[config.mk]
export PLATFORM = sky130hd
export DESIGN_NAME = ahb_lite_master_flat
export DESIGN_NICKNAME = d
export VERILOG_FILES = /design/src/rtl/ahb_lite_master_if.sv /design/src/rtl/ahb_lite_master.sv /design/src/flat_wrapper.sv
export SDC_FILE = /design/constraint.sdc
export NUM_CORES = 1
export LEC_CHECK = 0
export ABC_AREA = 1
export CORE_MARGIN = 2
export CORE_UTILIZATION = 35
export CTS_CLUSTER_SIZE = 16
export DETAILED_ROUTE_END_ITERATION = 12
export PLACE_DENSITY = 0.7
export SKIP_LAST_GASP = 1
export SLEW_MARGIN = 20
export SYNTH_ARGS = -nofsm -noshare
export SYNTH_HDL_FRONTEND = slang
export SYNTH_SLANG_ARGS = --single-unit
export TNS_END_PERCENT = 50
[constraint.sdc]
create_clock -name clk -period 1.99 [get_ports clk]
set_clock_uncertainty 0.15 [all_clocks]
set_input_delay 0.398 -clock clk [delete_from_list [all_inputs] [get_ports clk]]
set_output_delay 0.398 -clock clk [all_outputs]
set_load 0.02 [all_outputs]
[src/rtl/ahb_lite_master_if.sv]
// ahb_lite_master_if
//  AHB-Lite bus bundle between a word-transfer initiator and a slave port.
//  Parameters: AW address width, DW data width.
//  Signals:
//    hsel, hwrite             select / direction        (master -> slave)
//    htrans[1:0]              IDLE/NONSEQ/SEQ           (master -> slave)
//    hsize[2:0], hburst[2:0]  transfer size / burst     (master -> slave)
//    haddr[AW-1:0]            address phase address     (master -> slave)
//    hwdata[DW-1:0]           data phase write data     (master -> slave)
//    hrdata[DW-1:0]           data phase read data      (slave -> master)
//    hready                   slave ready               (slave -> master)
interface ahb_lite_master_if #(
  parameter int AW = 20,
  parameter int DW = 32
);
  logic          hsel;
  logic          hwrite;
  logic [1:0]    htrans;
  logic [2:0]    hsize;
  logic [2:0]    hburst;
  logic [AW-1:0] haddr;
  logic [DW-1:0] hwdata;
  logic [DW-1:0] hrdata;
  logic          hready;

  modport master (
    output hsel, hwrite, htrans, hsize, hburst, haddr, hwdata,
    input  hrdata, hready
  );

  modport slave (
    input  hsel, hwrite, htrans, hsize, hburst, haddr, hwdata,
    output hrdata, hready
  );
endinterface

[src/rtl/ahb_lite_master.sv]
// ahb_lite_master
//  Command-driven AHB-Lite initiator. Turns a SINGLE or INCR4 word command into
//  pipelined address/data phases, honours slave wait states and returns read
//  beats plus a completion pulse.
//  Ports:
//    clk, reset_n        clock, synchronous active-low reset
//    cmd_valid/ready     command handshake; cmd_write, cmd_burst, cmd_addr fields
//    wdata_rd, wdata     combinational pull strobe and next write beat
//    rdata_valid, rdata  one pulse per completed read beat
//    done                one pulse when the whole command has completed
//    ahb                 AHB-Lite master side (ahb_lite_master_if.master)
module ahb_lite_master #(
  parameter int AW = 20,
  parameter int DW = 32
) (
  input  logic          clk,
  input  logic          reset_n,
  input  logic          cmd_valid,
  output logic          cmd_ready,
  input  logic          cmd_write,
  input  logic          cmd_burst,
  input  logic [AW-1:0] cmd_addr,
  output logic          wdata_rd,
  input  logic [DW-1:0] wdata,
  output logic          rdata_valid,
  output logic [DW-1:0] rdata,
  output logic          done,
  ahb_lite_master_if.master ahb
);

  localparam logic [1:0] HTRANS_IDLE   = 2'b00;
  localparam logic [1:0] HTRANS_NONSEQ = 2'b10;
  localparam logic [1:0] HTRANS_SEQ    = 2'b11;
  localparam logic [2:0] HBURST_SINGLE = 3'b000;
  localparam logic [2:0] HBURST_INCR4  = 3'b011;

  typedef enum logic [1:0] {ST_IDLE, ST_ADDR, ST_BURST, ST_LAST} state_t;

  state_t        state_q, state_d;
  logic          hsel_q, hsel_d;
  logic          hwrite_q, hwrite_d;
  logic [1:0]    htrans_q, htrans_d;
  logic [2:0]    hburst_q, hburst_d;
  logic [AW-1:0] haddr_q, haddr_d;
  logic [DW-1:0] hwdata_q, hwdata_d;
  logic [DW-1:0] rdata_q, rdata_d;
  logic          rdata_valid_q, rdata_valid_d;
  logic          done_q, done_d;
  logic [2:0]    issued_q, issued_d;
  logic [2:0]    completed_q, completed_d;

  logic [2:0]    beats;
  logic          addr_go;
  logic          data_go;

  // Write data is pulled exactly when a write address phase is accepted, so
  // the registered hwdata lines up with the following data phase.
  assign wdata_rd = hwrite_q & htrans_q[1] & ahb.hready;

  // An address phase is in flight in ADDR/BURST, a data phase in BURST/LAST;
  // both only advance on a cycle where the slave signals ready.
  assign addr_go = ((state_q == ST_ADDR) || (state_q == ST_BURST)) && ahb.hready;
  assign data_go = ((state_q == ST_BURST) || (state_q == ST_LAST)) && ahb.hready;
  assign beats   = (hburst_q == HBURST_INCR4) ? 3'd4 : 3'd1;

  always_comb begin
    state_d       = state_q;
    hsel_d        = hsel_q;
    hwrite_d      = hwrite_q;
    htrans_d      = htrans_q;
    hburst_d      = hburst_q;
    haddr_d       = haddr_q;
    hwdata_d      = wdata_rd ? wdata : hwdata_q;
    rdata_d       = rdata_q;
    rdata_valid_d = 1'b0;
    done_d        = 1'b0;
    issued_d      = issued_q;
    completed_d   = completed_q;

    if ((state_q == ST_IDLE) && cmd_valid) begin
      state_d     = ST_ADDR;
      hsel_d      = 1'b1;
      hwrite_d    = cmd_write;
      htrans_d    = HTRANS_NONSEQ;
      hburst_d    = cmd_burst ? HBURST_INCR4 : HBURST_SINGLE;
      haddr_d     = cmd_addr & ~AW'(3);
      issued_d    = 3'd0;
      completed_d = 3'd0;
    end

    if (data_go) begin
      completed_d = completed_q + 3'd1;
      if (!hwrite_q) begin
        rdata_d       = ahb.hrdata;
        rdata_valid_d = 1'b1;
      end
    end

    // Incrementing address with plain modular wrap, no 16-byte boundary wrap.
    if (addr_go) begin
      issued_d = issued_q + 3'd1;
      if (issued_d == beats) begin
        state_d  = ST_LAST;
        htrans_d = HTRANS_IDLE;
        hsel_d   = 1'b0;
      end else begin
        state_d  = ST_BURST;
        htrans_d = HTRANS_SEQ;
        haddr_d  = haddr_q + AW'(4);
      end
    end

    if ((state_q == ST_LAST) && data_go && (completed_d == beats)) begin
      state_d = ST_IDLE;
      done_d  = 1'b1;
    end
  end

  always_ff @(posedge clk) begin
    if (!reset_n) begin
      state_q       <= ST_IDLE;
      hsel_q        <= 1'b0;
      hwrite_q      <= 1'b0;
      htrans_q      <= HTRANS_IDLE;
      hburst_q      <= HBURST_SINGLE;
      haddr_q       <= '0;
      hwdata_q      <= '0;
      rdata_q       <= '0;
      rdata_valid_q <= 1'b0;
      done_q        <= 1'b0;
      issued_q      <= 3'd0;
      completed_q   <= 3'd0;
    end else begin
      state_q       <= state_d;
      hsel_q        <= hsel_d;
      hwrite_q      <= hwrite_d;
      htrans_q      <= htrans_d;
      hburst_q      <= hburst_d;
      haddr_q       <= haddr_d;
      hwdata_q      <= hwdata_d;
      rdata_q       <= rdata_d;
      rdata_valid_q <= rdata_valid_d;
      done_q        <= done_d;
      issued_q      <= issued_d;
      completed_q   <= completed_d;
    end
  end

  assign cmd_ready   = (state_q == ST_IDLE);
  assign rdata_valid = rdata_valid_q;
  assign rdata       = rdata_q;
  assign done        = done_q;

  assign ahb.hsel   = hsel_q;
  assign ahb.hwrite = hwrite_q;
  assign ahb.htrans = htrans_q;
  assign ahb.hsize  = 3'b010;
  assign ahb.hburst = hburst_q;
  assign ahb.haddr  = haddr_q;
  assign ahb.hwdata = hwdata_q;

endmodule

[src/flat_wrapper.sv]
// flat-port wrapper written by rule: the top's interface ports become plain ports
module ahb_lite_master_flat 
#(
  parameter int AW = 20,
  parameter int DW = 32
)
  (clk, reset_n, cmd_valid, cmd_ready, cmd_write, cmd_burst, cmd_addr, wdata_rd, wdata, rdata_valid, rdata, done, ahb_hsel, ahb_hwrite, ahb_htrans, ahb_hsize, ahb_hburst, ahb_haddr, ahb_hwdata, ahb_hrdata, ahb_hready);
  ahb_lite_master_if #(.AW(AW), .DW(DW)) ahb_i ();
  input  logic clk;
  input  logic reset_n;
  input  logic cmd_valid;
  output logic cmd_ready;
  input  logic cmd_write;
  input  logic cmd_burst;
  input  logic [AW-1:0] cmd_addr;
  output logic wdata_rd;
  input  logic [DW-1:0] wdata;
  output logic rdata_valid;
  output logic [DW-1:0] rdata;
  output logic done;
  output wire logic [$bits(ahb_i.hsel)-1:0] ahb_hsel;
  output wire logic [$bits(ahb_i.hwrite)-1:0] ahb_hwrite;
  output wire logic [$bits(ahb_i.htrans)-1:0] ahb_htrans;
  output wire logic [$bits(ahb_i.hsize)-1:0] ahb_hsize;
  output wire logic [$bits(ahb_i.hburst)-1:0] ahb_hburst;
  output wire logic [$bits(ahb_i.haddr)-1:0] ahb_haddr;
  output wire logic [$bits(ahb_i.hwdata)-1:0] ahb_hwdata;
  input wire logic [$bits(ahb_i.hrdata)-1:0] ahb_hrdata;
  input wire logic [$bits(ahb_i.hready)-1:0] ahb_hready;
  assign ahb_hsel = ahb_i.hsel;
  assign ahb_hwrite = ahb_i.hwrite;
  assign ahb_htrans = ahb_i.htrans;
  assign ahb_hsize = ahb_i.hsize;
  assign ahb_hburst = ahb_i.hburst;
  assign ahb_haddr = ahb_i.haddr;
  assign ahb_hwdata = ahb_i.hwdata;
  assign ahb_i.hrdata = ahb_hrdata;
  assign ahb_i.hready = ahb_hready;
  ahb_lite_master #(.AW(AW), .DW(DW)) u_core (.clk(clk), .reset_n(reset_n), .cmd_valid(cmd_valid), .cmd_ready(cmd_ready), .cmd_write(cmd_write), .cmd_burst(cmd_burst), .cmd_addr(cmd_addr), .wdata_rd(wdata_rd), .wdata(wdata), .rdata_valid(rdata_valid), .rdata(rdata), .done(done), .ahb(ahb_i));
endmodule
======== Word level (Yosys, flattened, before mapping) ========
Cells that the tools add are included.
word-level totals
  bits in registers ....................... 101
  input port bits ......................... 90
  output and inout bits ................... 98
  word-level logic and storage cells ...... 57
cells by class
  $add $sub $neg .......................... 3
  equal/unequal tests ..................... 6
  mux-type cells .......................... 20
  bitwise gates (word level) .............. 4
  reduce and logical (&&, ||, !) cells .... 12
operators with widths
  cell                                                 count
  two-way mux 20 bit                                   3
  adder 20 x 3 -> 20 bit, second input constant        1
  two-way mux 3 bit                                    5
  two-way mux 2 bit                                    6
  adder 3 x 1 -> 3 bit, second input constant          2
  equality test 3 bit                                  2
  two-way mux 1 bit                                    6
  logical AND 1 bit                                    5
  equality test 2 bit, second input constant           2
  AND reduction 2 bit                                  2
  equality test 3 x 2 -> 1 bit, second input constant  1
  bitwise AND 1 bit                                    2
  equality test 2 x 1 -> 1 bit, second input constant  1
  zero test 2 bit                                      1
  logical OR 1 bit                                     2
  NOT 1 bit                                            2
  nonzero test 2 bit                                   1
  OR reduction 2 bit                                   1

======== Depth between registers and ports, before layout ========
Gate-level depths: netlist of the first run.
  depth in word-level cells ............... 7
  gate-level depth with buffers ........... 12
  gate-level depth less buffers ........... 12

======== Worst setup path after synthesis of the first run ========
OpenSTA, ideal clock, no wires.
  kind .................................... flip-flop to flip-flop
  start point ............................. register u_core.state_q[0]
  end point ............................... register u_core.state_q[0]
  library setup time ...................... 0.115 ns
  arrival ................................. 1.379 ns
  path slack .............................. 0.346 ns
  stages on the path, launching flop included .. 13
  path through ............................ dfxtp_1 inv_1 ha_1 nand2_1 buf_2 nand2_1 nand2_1 nand2_1 nand2_1 nand2_1 nand3_1 nand2_1 nor2_1
between the ends
  word-level cells in the longest chain between the ends .. 7
RTL lines
  element                       RTL line                text
  start, declared               ahb_lite_master.sv:39   state_t state_q, state_d;
  start signal, assigned        ahb_lite_master.sv:134  state_q <= state_d;
  zero test 2 bit (*)           --
  via cmd_ready                 flat_wrapper.sv:12      output logic cmd_ready;
  logical AND 1 bit (*)         ahb_lite_master.sv:80   if ((state_q == ST_IDLE) && cmd_valid) begin
  two-way mux 3 bit             ahb_lite_master.sv:80
  two-way mux 3 bit             ahb_lite_master.sv:91   if (data_go) begin
  equality test 3 bit           ahb_lite_master.sv:113  if ((state_q == ST_LAST) && data_go && (completed_d == beats)) begin
  logical AND 1 bit             ahb_lite_master.sv:113
  OR reduction 2 bit (no line)  --
Mark *: on every way through the listed nets, which the timed path passes. The rest lies on a longest branch.
A chain may end at the register's enable or synchronous reset.

======== Worst setup path after layout of the first run ========
  start point ............................. register u_core.haddr_q[13], in the netlist u_core.ahb.haddr[13]
  end point ............................... output ahb_haddr[13]
RTL lines
  element                 RTL line                text
  start, declared         ahb_lite_master.sv:44   logic [AW-1:0] haddr_q, haddr_d;
  start signal, assigned  ahb_lite_master.sv:139  haddr_q <= haddr_d;
  end, declared           flat_wrapper.sv:26      output wire logic [$bits(ahb_i.haddr)-1:0] ahb_haddr;
No word-level cell between the ends.

==> impl.org, run 1 <==
** Critical path
- Crit Path Category :: register to output port
- The worst register-to-register path begins at u_core.state_q[0]$_SDFFE_PP0P_.
- In this design, the stage delay of the slowest critical-path cell is ~650 ps.
- Worst Path Max Fanout :: 6
- Worst setup SP type :: register
- Critical path capture point type :: output port
- The number of cells on the worst reg-to-reg path is 11.
- The slowest stage of the critical path is the clkdlybuf4s50_1 cell.
- Worst R2R End :: u_core.state_q[0]$_SDFFE_PP0P_
- Critical Path Start :: u_core.ahb.haddr[13]$_SDFF_PN0_
- Largest delay contributor family on the critical path :: buffers and inverters
- STA puts the critical path data required time at about 1400 ps.
- In this run the register-to-register setup slack is between 150 and 200 ps.
- Traced cell by cell, the critical path runs through clkdlybuf4s50_1.
- Counting both buffers and inverters, the worst setup path holds a total of 1.
- Critical path data arrival time :: approximately 1400 ps

** Flow run
- Across the run, the number of max-cap violations was 0.

** Synthesis
- Cell with the most instances after synthesis :: nand2_1
- Count of distinct cell types in the synthesized netlist :: 33
- Synth Instances :: slightly above 600
- Cell types occupying the most area after synthesis :: dfxtp_1, nand2_1, nor2_1
- Fraction of registers with async set/reset :: 0%
- The share of synthesized area in the top cell type comes to 45.3%.
- Most instantiated cells after synthesis :: nand2_1, nor2_1, dfxtp_1
- Mean post-synth cell area :: approximately 7.2 µm²
- Top flip-flop cell by instance count after synthesis :: dfxtp_1
- Mapped cell area :: around 0.0044 mm²
- Sequential cells were found to cover 45.3% of the synthesized design area.
- dfxtp_1 takes more of the synthesized area than any other cell.
- EDFF count, synth :: 0
- In this run, synthesis produced a sequential element count of between 90 and 100.
- Syn. warnings :: 0

** Clock network
- Total number of clock tree sinks :: between 90 and 100
- Clock-pin slew on the worst setup and hold paths :: about 70 ps
- The number of clock buffers added by TritonCTS is 9.
- # hold bufs at CTS :: 0
- TritonCTS built the clock tree.
- Post-CTS setup repair buffer count :: 0
- CTS placed an instance of clkbuf_16 at the clock tree root.
- Post-cts gate resize count :: 3
- Maximum count of clock buffers along a single path :: 2
- Worst-Skew Late Latency :: ~340 ps
- H-Tree Depth :: 3

** Timing
- Number of endpoints with negative hold slack in the final report :: 0
- Endpoints failing setup :: 0
- Maximum frequency from static timing analysis :: between 500 and 600 MHz
- The final count of pins violating max slew was 0.
- RSZ-0062 raised after global routing :: yes
- The worst path uses ~100% of the clock period.
- Counting I/O delays and the setup requirement, the final critical path takes between 1500 and 2000 ps.

** Place
- Placer's final routability congestion estimate :: 0.841
- Count of placed standard cells including taps :: 938
- Once detailed placement completed, the half-perimeter wirelength came to 8.99 mm.
- Input and output buffers added on the ports amount to around 180.

** Floorplanning
- Die extent in y :: approximately 120 µm
- Once the floorplan was initialized, standard cells occupied a little over a third of the core.
- The floorplan has 40 rows.
- Number of primary I/O pins :: about 190
- Placeable Area :: roughly 0.012 mm²
- The floorplan step defined a die boundary enclosing around 0.013 mm².
- The floorplan step set the die width to around 120 µm.

** Final layout
- Non-filler cells, final :: around 950
- The area growth from synthesis to layout is 53.8%.
- Proportion of layout cells with a drive suffix above 1 :: under 10%
- The repair_antennas step left the layout with diodes totalling 0.
- At the end of the flow, the number of nets in the layout was around 880.
- Once layout is complete, the utilization of the core stands at between 50% and 60%.

** Status
- Outcome :: completed

** Power and ir drop
- Standby leakage power :: approximately 2.7 nW
- PD cells :: 855 mW/mm²
- IR analysis of the VDD net gives a maximum drop of 0.000487 V.

** Drt
- Detail-routed net length per standard cell :: roughly 13 µm
- For this block, the routed nets add up to around 12 mm of wire.
- After the first detailed-routing iteration, the DRC count stood at approximately 230.
- The first detailed-routing pass took 4 iterations.
- Post-route DRC :: 0
- Vias :: about 4500
- Routed via count divided by cell count :: roughly 4.7
- The count of nets left with antenna violations once routing finished came out at 0.

** Global route
- The number of antenna violations at the first check in global routing came to 0.
- All-layer global routing usage :: 18.8%
- Wire length of the first global-routing pass :: around 20 mm
- The via count of the first global-routing pass came to roughly 4300.
- After global routing the overflow that remains totals 0.
- Entering global routing, the biggest net connects slightly below 50 pins.

** Hold path
- The worst hold path was traced through 2 stages.
- Hold Path Origin :: u_core.ahb.haddr[1]$_SDFFE_PN0N_
- Sink of the worst hold path :: u_core.ahb.haddr[1]$_SDFFE_PN0N_
- Tightest Hold Check Type :: register to register
[power breakdown]
part | switching, W | internal (W) | total (W)
clock network | 0.000729 | 0.000976 | 0.00170
registers | 0.000167 | 0.00217 | 0.00233
logic | 0.000918 | 0.000786 | 0.00170
[cells by family after synthesis]
group | Yosys count | synth area share [%]
AND/OR/NAND/NOR | 311 | 30.5
XOR/XNOR | 9 | 1.80
AO/OA/AOI/OAI | 112 | 13.1
other | 2 | 0.172
adder cells (fa/ha/maj) | 6 | 1.72
buffers and inverters | 67 | 7.33
flip-flops | 99 | 45.3
[worst max-delay path by stage]
| stage | cells after the start | end | slack, ps |
|---|---|---|---|
| after floorplan | 12 | u_core.state_q[0]$_SDFFE_PP0P_ | 350 |
| after global placement | 4 | wdata_rd | -320 |
| after detailed placement | 4 | wdata_rd | -350 |
| after CTS | 4 | wdata_rd | -70 |
| after global routing | 1 | ahb_haddr[13] | -40 |
| final | 1 | ahb_haddr[13] | 1 |
[layer usage]
metal | routed length, µm | vias to the layer above | share of wire [%] | GRT usage (%)
met1 | 5390 | 2040 | 43 | 22.7
li1 | - | 2289 | - | -
met4 | 145 | 0 | 1.2 | 6.19
met2 | 5510 | 171 | 44 | 31.0
met5 | 0 | - | 0 | 0
met3 | 1380 | 11 | 11 | 7.17
[layout make-up]
cell class              instances  area [µm²]
multi-input cells             442        2080
clock buffers                  12         236
flip-flops and latches         99        1980
well taps                     168         210
clock inverters                 4        51.3
inverters                      29         111
fillers                      1133        5390
repair buffers                200        2050
[layout by cell type, fill, tap and decap left out, types with 3 or more instances in the layout]
| cell | n |
|---|---|
| nor2_1 | 117 |
| conb_1 | 4 |
| nor2_2 | 3 |
| o21ai_0 | 59 |
| clkbuf_16 | 9 |
| inv_2 | 6 |
| ha_1 | 6 |
| dfxtp_1 | 99 |
| dlymetal6s2s_1 | 3 |
| nand2_1 | 128 |
| xor2_1 | 9 |
| buf_12 | 8 |
| inv_1 | 22 |
| buf_4 | 11 |
| clkbuf_1 | 3 |
| nand3_1 | 45 |
| nand4_1 | 3 |
| a21oi_1 | 49 |
| clkdlybuf4s50_1 | 175 |
[state kept, by name, indices dropped and copies added, names as in the netlist]
signal / cells
u_core.ahb.hwdata: 32
u_core.rdata: 32
u_core.ahb.haddr: 20
u_core.completed_q: 3
u_core.issued_q: 3
u_core.ahb.htrans: 2
u_core.state_q: 2
u_core.ahb.hburst: 1
u_core.ahb.hsel: 1
u_core.ahb.hwrite: 1
u_core.done: 1
u_core.rdata_valid: 1
[per-stage QoR]
step	setup slack, ps	hold slack (ps)	power [W]	TNS, ps	cell area [µm²]
after floorplan	346	293	0.00330	0	4380
after global placement	-316	273	0.00406	-5980	6430
after detailed placement	-347	279	0.00409	-9880	6430
after CTS	-74.5	288	0.00580	-208	6720
after global routing	-36.3	313	0.00606	-134	6720
final	1.49	284	0.00574	0	6720
Note: power is estimated with default switching activity, not from simulation.
==> run 2, diff against run 1 <==
--- a/config.mk
+++ b/config.mk
@@ -10,6 +10,7 @@
 export CORE_UTILIZATION = 35
 export CTS_CLUSTER_SIZE = 16
 export DETAILED_ROUTE_END_ITERATION = 12
+export GPL_TIMING_DRIVEN = 0
 export PLACE_DENSITY = 0.7
 export SKIP_LAST_GASP = 1
 export SLEW_MARGIN = 20
==> run 2 against run 1 <==
Net effect:
- the run now ends with setup timing left
- power shrank 0.41%
- first-iteration DRC count grew 1.7%
- worst hold slack gained 3.5 ps
- worst setup slack lost 11 ps
- via count grew 2.0%
- largest cell class unchanged
- register-to-register slack lost 30 ps
- non-clock buffer count grew 21
- combinational power shrank 2%
- final cell count grew 2.2%
- utilization shrank 0.093 points
==> impl.org, run 2 (synthesized netlist as in run 1, its figures left out) <==
** Floorplanning
- The number of rows created at floorplan is 40 (unchanged).
- The horizontal die dimension came to 116 µm (unchanged).
- Die extent in y :: 116 µm (unchanged)
- Number of primary I/O pins :: 188 (unchanged)
- The initial core utilization was 36.1% (unchanged).
- Placeable Area :: 0.0121 mm² (unchanged)
- Area enclosed by the die boundary :: 0.0134 mm² (unchanged)

** Timing
- Worst Max-Slew Pin Slew :: around 530 ps
- Post-Route Setup TNS :: -17.2 ps (was 0 ps)
- The final clock period utilization by the worst path was 101% (was 99.9%).
- Min cycle time layout :: 2000 ps (was 1990 ps)
- The count of final hold-check violations is 0 (unchanged).
- Post-Route Hold Slack :: 288 ps (was 284 ps)
- The peak clock frequency supported by timing came to 500 MHz (was 503 MHz).
- Final WS setup :: -9.98 ps (was 1.49 ps)
- Total count of max-transition violations in the final report :: 0 (unchanged)
- RSZ-0062 raised after global routing: yes (unchanged).
- Max-slew headroom :: 64.5%
- The final-report setup violation count came to 2 (was 0).

** Power and ir drop
- The switching share of total power came to 32.4% (was 31.6%).
- Sequential cell fraction of total power :: 41.1% (was 40.7%)
- The part of the total power dissipated in the clock network is 30.0% (was 29.7%).
- The maximum ir drop on the vdd rail was 0.000496 V (was 0.000487 V).
- Psw :: 0.00186 W (was 0.00181 W)
- Standby leakage power :: 2.66 nW (was 2.69 nW)
- The areal power density over the cells came to 852 mW/mm² (was 855 mW/mm²).
- P_int :: 0.00387 W (was 0.00393 W)
- The logic gate share of total power was 29.0% (was 29.7%).
- PnR Total Power :: 0.00572 W (was 0.00574 W)

** Critical path
- Sum of buffers and inverters on the critical path :: 1 (unchanged)
- The maximum fanout along the worst path came to 6 (unchanged).
- Critical path capture point type :: output port (unchanged)
- The startpoint of the lowest-slack register-to-register path is u_core.state_q[0]$_SDFFE_PP0P_ (unchanged).
- The number of cell instances on the worst register-to-register path came to 9 (was 11).
- The class of the most critical setup path was register to output port (unchanged).
- The data required time at the worst endpoint came to 1440 ps (about the same).
- Standard cell with the maximum stage delay on the critical path :: clkdlybuf4s50_1 (unchanged)
- The maximum single-stage delay on the critical path was 650 ps (about the same).
- Worst R2R End :: u_core.ahb.haddr[11]$_SDFF_PN0_ (was u_core.state_q[0]$_SDFFE_PP0P_)
- Critical path cell sequence: clkdlybuf4s50_1 (unchanged).
- The largest delay contributor family on the critical path is buffers and inverters (unchanged).
- The nature of the critical path startpoint is a register (unchanged).
- The setup slack of the worst register-to-register path is 130 ps (was 160 ps).
- Critical path data arrival time :: 1450 ps (was 1440 ps)

** Clock network
- Worst-Skew Late Latency :: 350 ps (was 340 ps)
- Maximum count of clock buffers along a single path :: 2 (unchanged)
- The CTS tree is built (unchanged).
- The buffer type at the clock tree root is clkbuf_16 (unchanged).
- The depth of the CTS H-tree is 3 (unchanged).
- # hold bufs at CTS :: 0 (unchanged)
- Total number of clock tree sinks :: 99 (unchanged)
- Clock-pin slew on the worst setup and hold paths :: 60 ps (was 70 ps)
- Num CTS Buffers :: 9 (unchanged)

** Global route
- Leftover overflow at the end of global routing :: 0 (unchanged)
- Maximum number of pins on one net before global-route repair :: 16 (was 49)
- The global-route wire length before repair is 21.3 mm (was 20.1 mm).
- The number of antenna violations at the first check in global routing came to 1 (was 0).
- The via count of the first global-routing pass was 4487 (was 4347).
- The aggregate global-route resource usage is 20.1% (was 18.8%).

** Hold path
- Tightest Hold Check Type :: register to register (unchanged)
- Hold Path Origin :: u_core.ahb.haddr[1]$_SDFFE_PN0N_ (unchanged)
- The end of the worst hold path is u_core.ahb.haddr[1]$_SDFFE_PN0N_ (unchanged).
- Hold path depth :: 2 (unchanged)

** Final layout
- The cell area after layout is 0.00671 mm² (was 0.00672 mm²).
- The area growth from synthesis to layout was 53.5% (was 53.8%).
- The number of nets in the layout is 898 (was 877).
- The most common cell after layout, fill and taps aside was clkdlybuf4s50_1 (unchanged).
- Non-filler cells, final :: 975 (was 954)
- Antenna Cells :: 0 (unchanged)
- Proportion of layout cells with a drive suffix above 1 :: 8.30% (was 7.25%)
- Most frequent cells in the layout: clkdlybuf4s50_1, nand2_1, nor2_1 (unchanged).

** Place
- Area post-placement :: 0.00640 mm² (was 0.00643 mm²)
- Placer's final routability congestion estimate :: 0.886 (was 0.841)
- The placed wire-length estimate after detailed placement is 9.89 mm (was 8.99 mm).
- Count of placed standard cells including taps :: 957 (was 938)
- The number of port buffers is 181 (unchanged).

** Status
- Outcome :: finished, violations left (was completed)
- The checks that failed: setup timing.

** Flow run
- Maximum Capacitance Violations :: 0 (unchanged)

** Drt
- The number of search-and-repair iterations in the first detailed-routing pass was 4 (unchanged).
- Routed via count divided by cell count :: 4.72 (was 4.73)
- Post-route DRC :: 0 (unchanged)
- WL final :: 13.2 mm (was 12.4 mm)
- Initial detailed-routing violation count :: 237 (was 233)
- The number of routed nets with antenna violations came to 0 (unchanged).
- Detail-routed net length per standard cell :: 13.6 µm (was 13.0 µm)
- Vias :: 4603 (was 4511)
-- run 2: cell types whose count changed in the layout (fill, tap and decap cells not counted), sizes merged, moves of 2 or more --
cell and delta:
clkbuf +18, buf +5, clkinv -2, dlymetal6s2s -3, dlygate4sd2 +2
-- run 2: final cells by class --
type / count / area, µm²
timing repair buffer: 183 / 1820
sequential: 99 / 1980
multi-input combinational: 442 / 2080
clock inverter: 2 / 16.3
buffer: 38 / 220
clock buffer: 14 / 274
fill: 1165 / 5400
tap: 168 / 210
inverter: 29 / 111
-- run 2: layer usage --
metal	GRT usage (%)	wire length (µm)	up-vias
li1	-	-	2335
met1	24.9	5620	2068
met2	31.9	5980	184
met3	8.68	1450	14
met4	5.71	173	2
met5	0	13	-
-- run 2: repair_timing --
item,in CTS,in global routing
buffers inserted,1,1
resized for setup,10,7
endpoints found under the setup margin,10,48
pin swaps,1,1
-- run 2: stage by stage --
| step | util [%] | setup WS, ps |
|---|---|---|
| 2_1_floorplan | - | 346 |
| 3_3_place_gp | 52.8 | -730 |
| 3_5_place_dp | 52.8 | -740 |
| 4_1_cts | 55.3 | -59.8 |
| 5_1_grt | 55.4 | -57.3 |
| 6_report | 55.4 | -9.98 |
-- run 2: worst max-delay path by stage --
stage | to | cells past startpoint | slack (ps) | from
final | ahb_haddr[11] | 1 | -10 | u_core.ahb.haddr[11]$_SDFF_PN0_
after global routing | ahb_haddr[11] | 1 | -60 | u_core.ahb.haddr[11]$_SDFF_PN0_
after CTS | wdata_rd | 4 | -60 | u_core.ahb.hwrite$_SDFFE_PN0P_
after detailed placement | wdata_rd | 5 | -740 | ahb_hready
after global placement | wdata_rd | 5 | -730 | ahb_hready
after floorplan | u_core.state_q[0]$_SDFFE_PP0P_ | 12 | 350 | u_core.state_q[0]$_SDFFE_PP0P_
-- run 2: power groups by stage --
stage | combinational (W) | clock [W] | sequential [W]
floorplan | 0.000744 | 0 | 0.00255
finish | 0.00166 | 0.00171 | 0.00235
CTS | 0.00166 | 0.00176 | 0.00235
global placement | 0.00164 | 0 | 0.00238
detailed placement | 0.00166 | 0 | 0.00239
global route | 0.00182 | 0.00185 | 0.00238
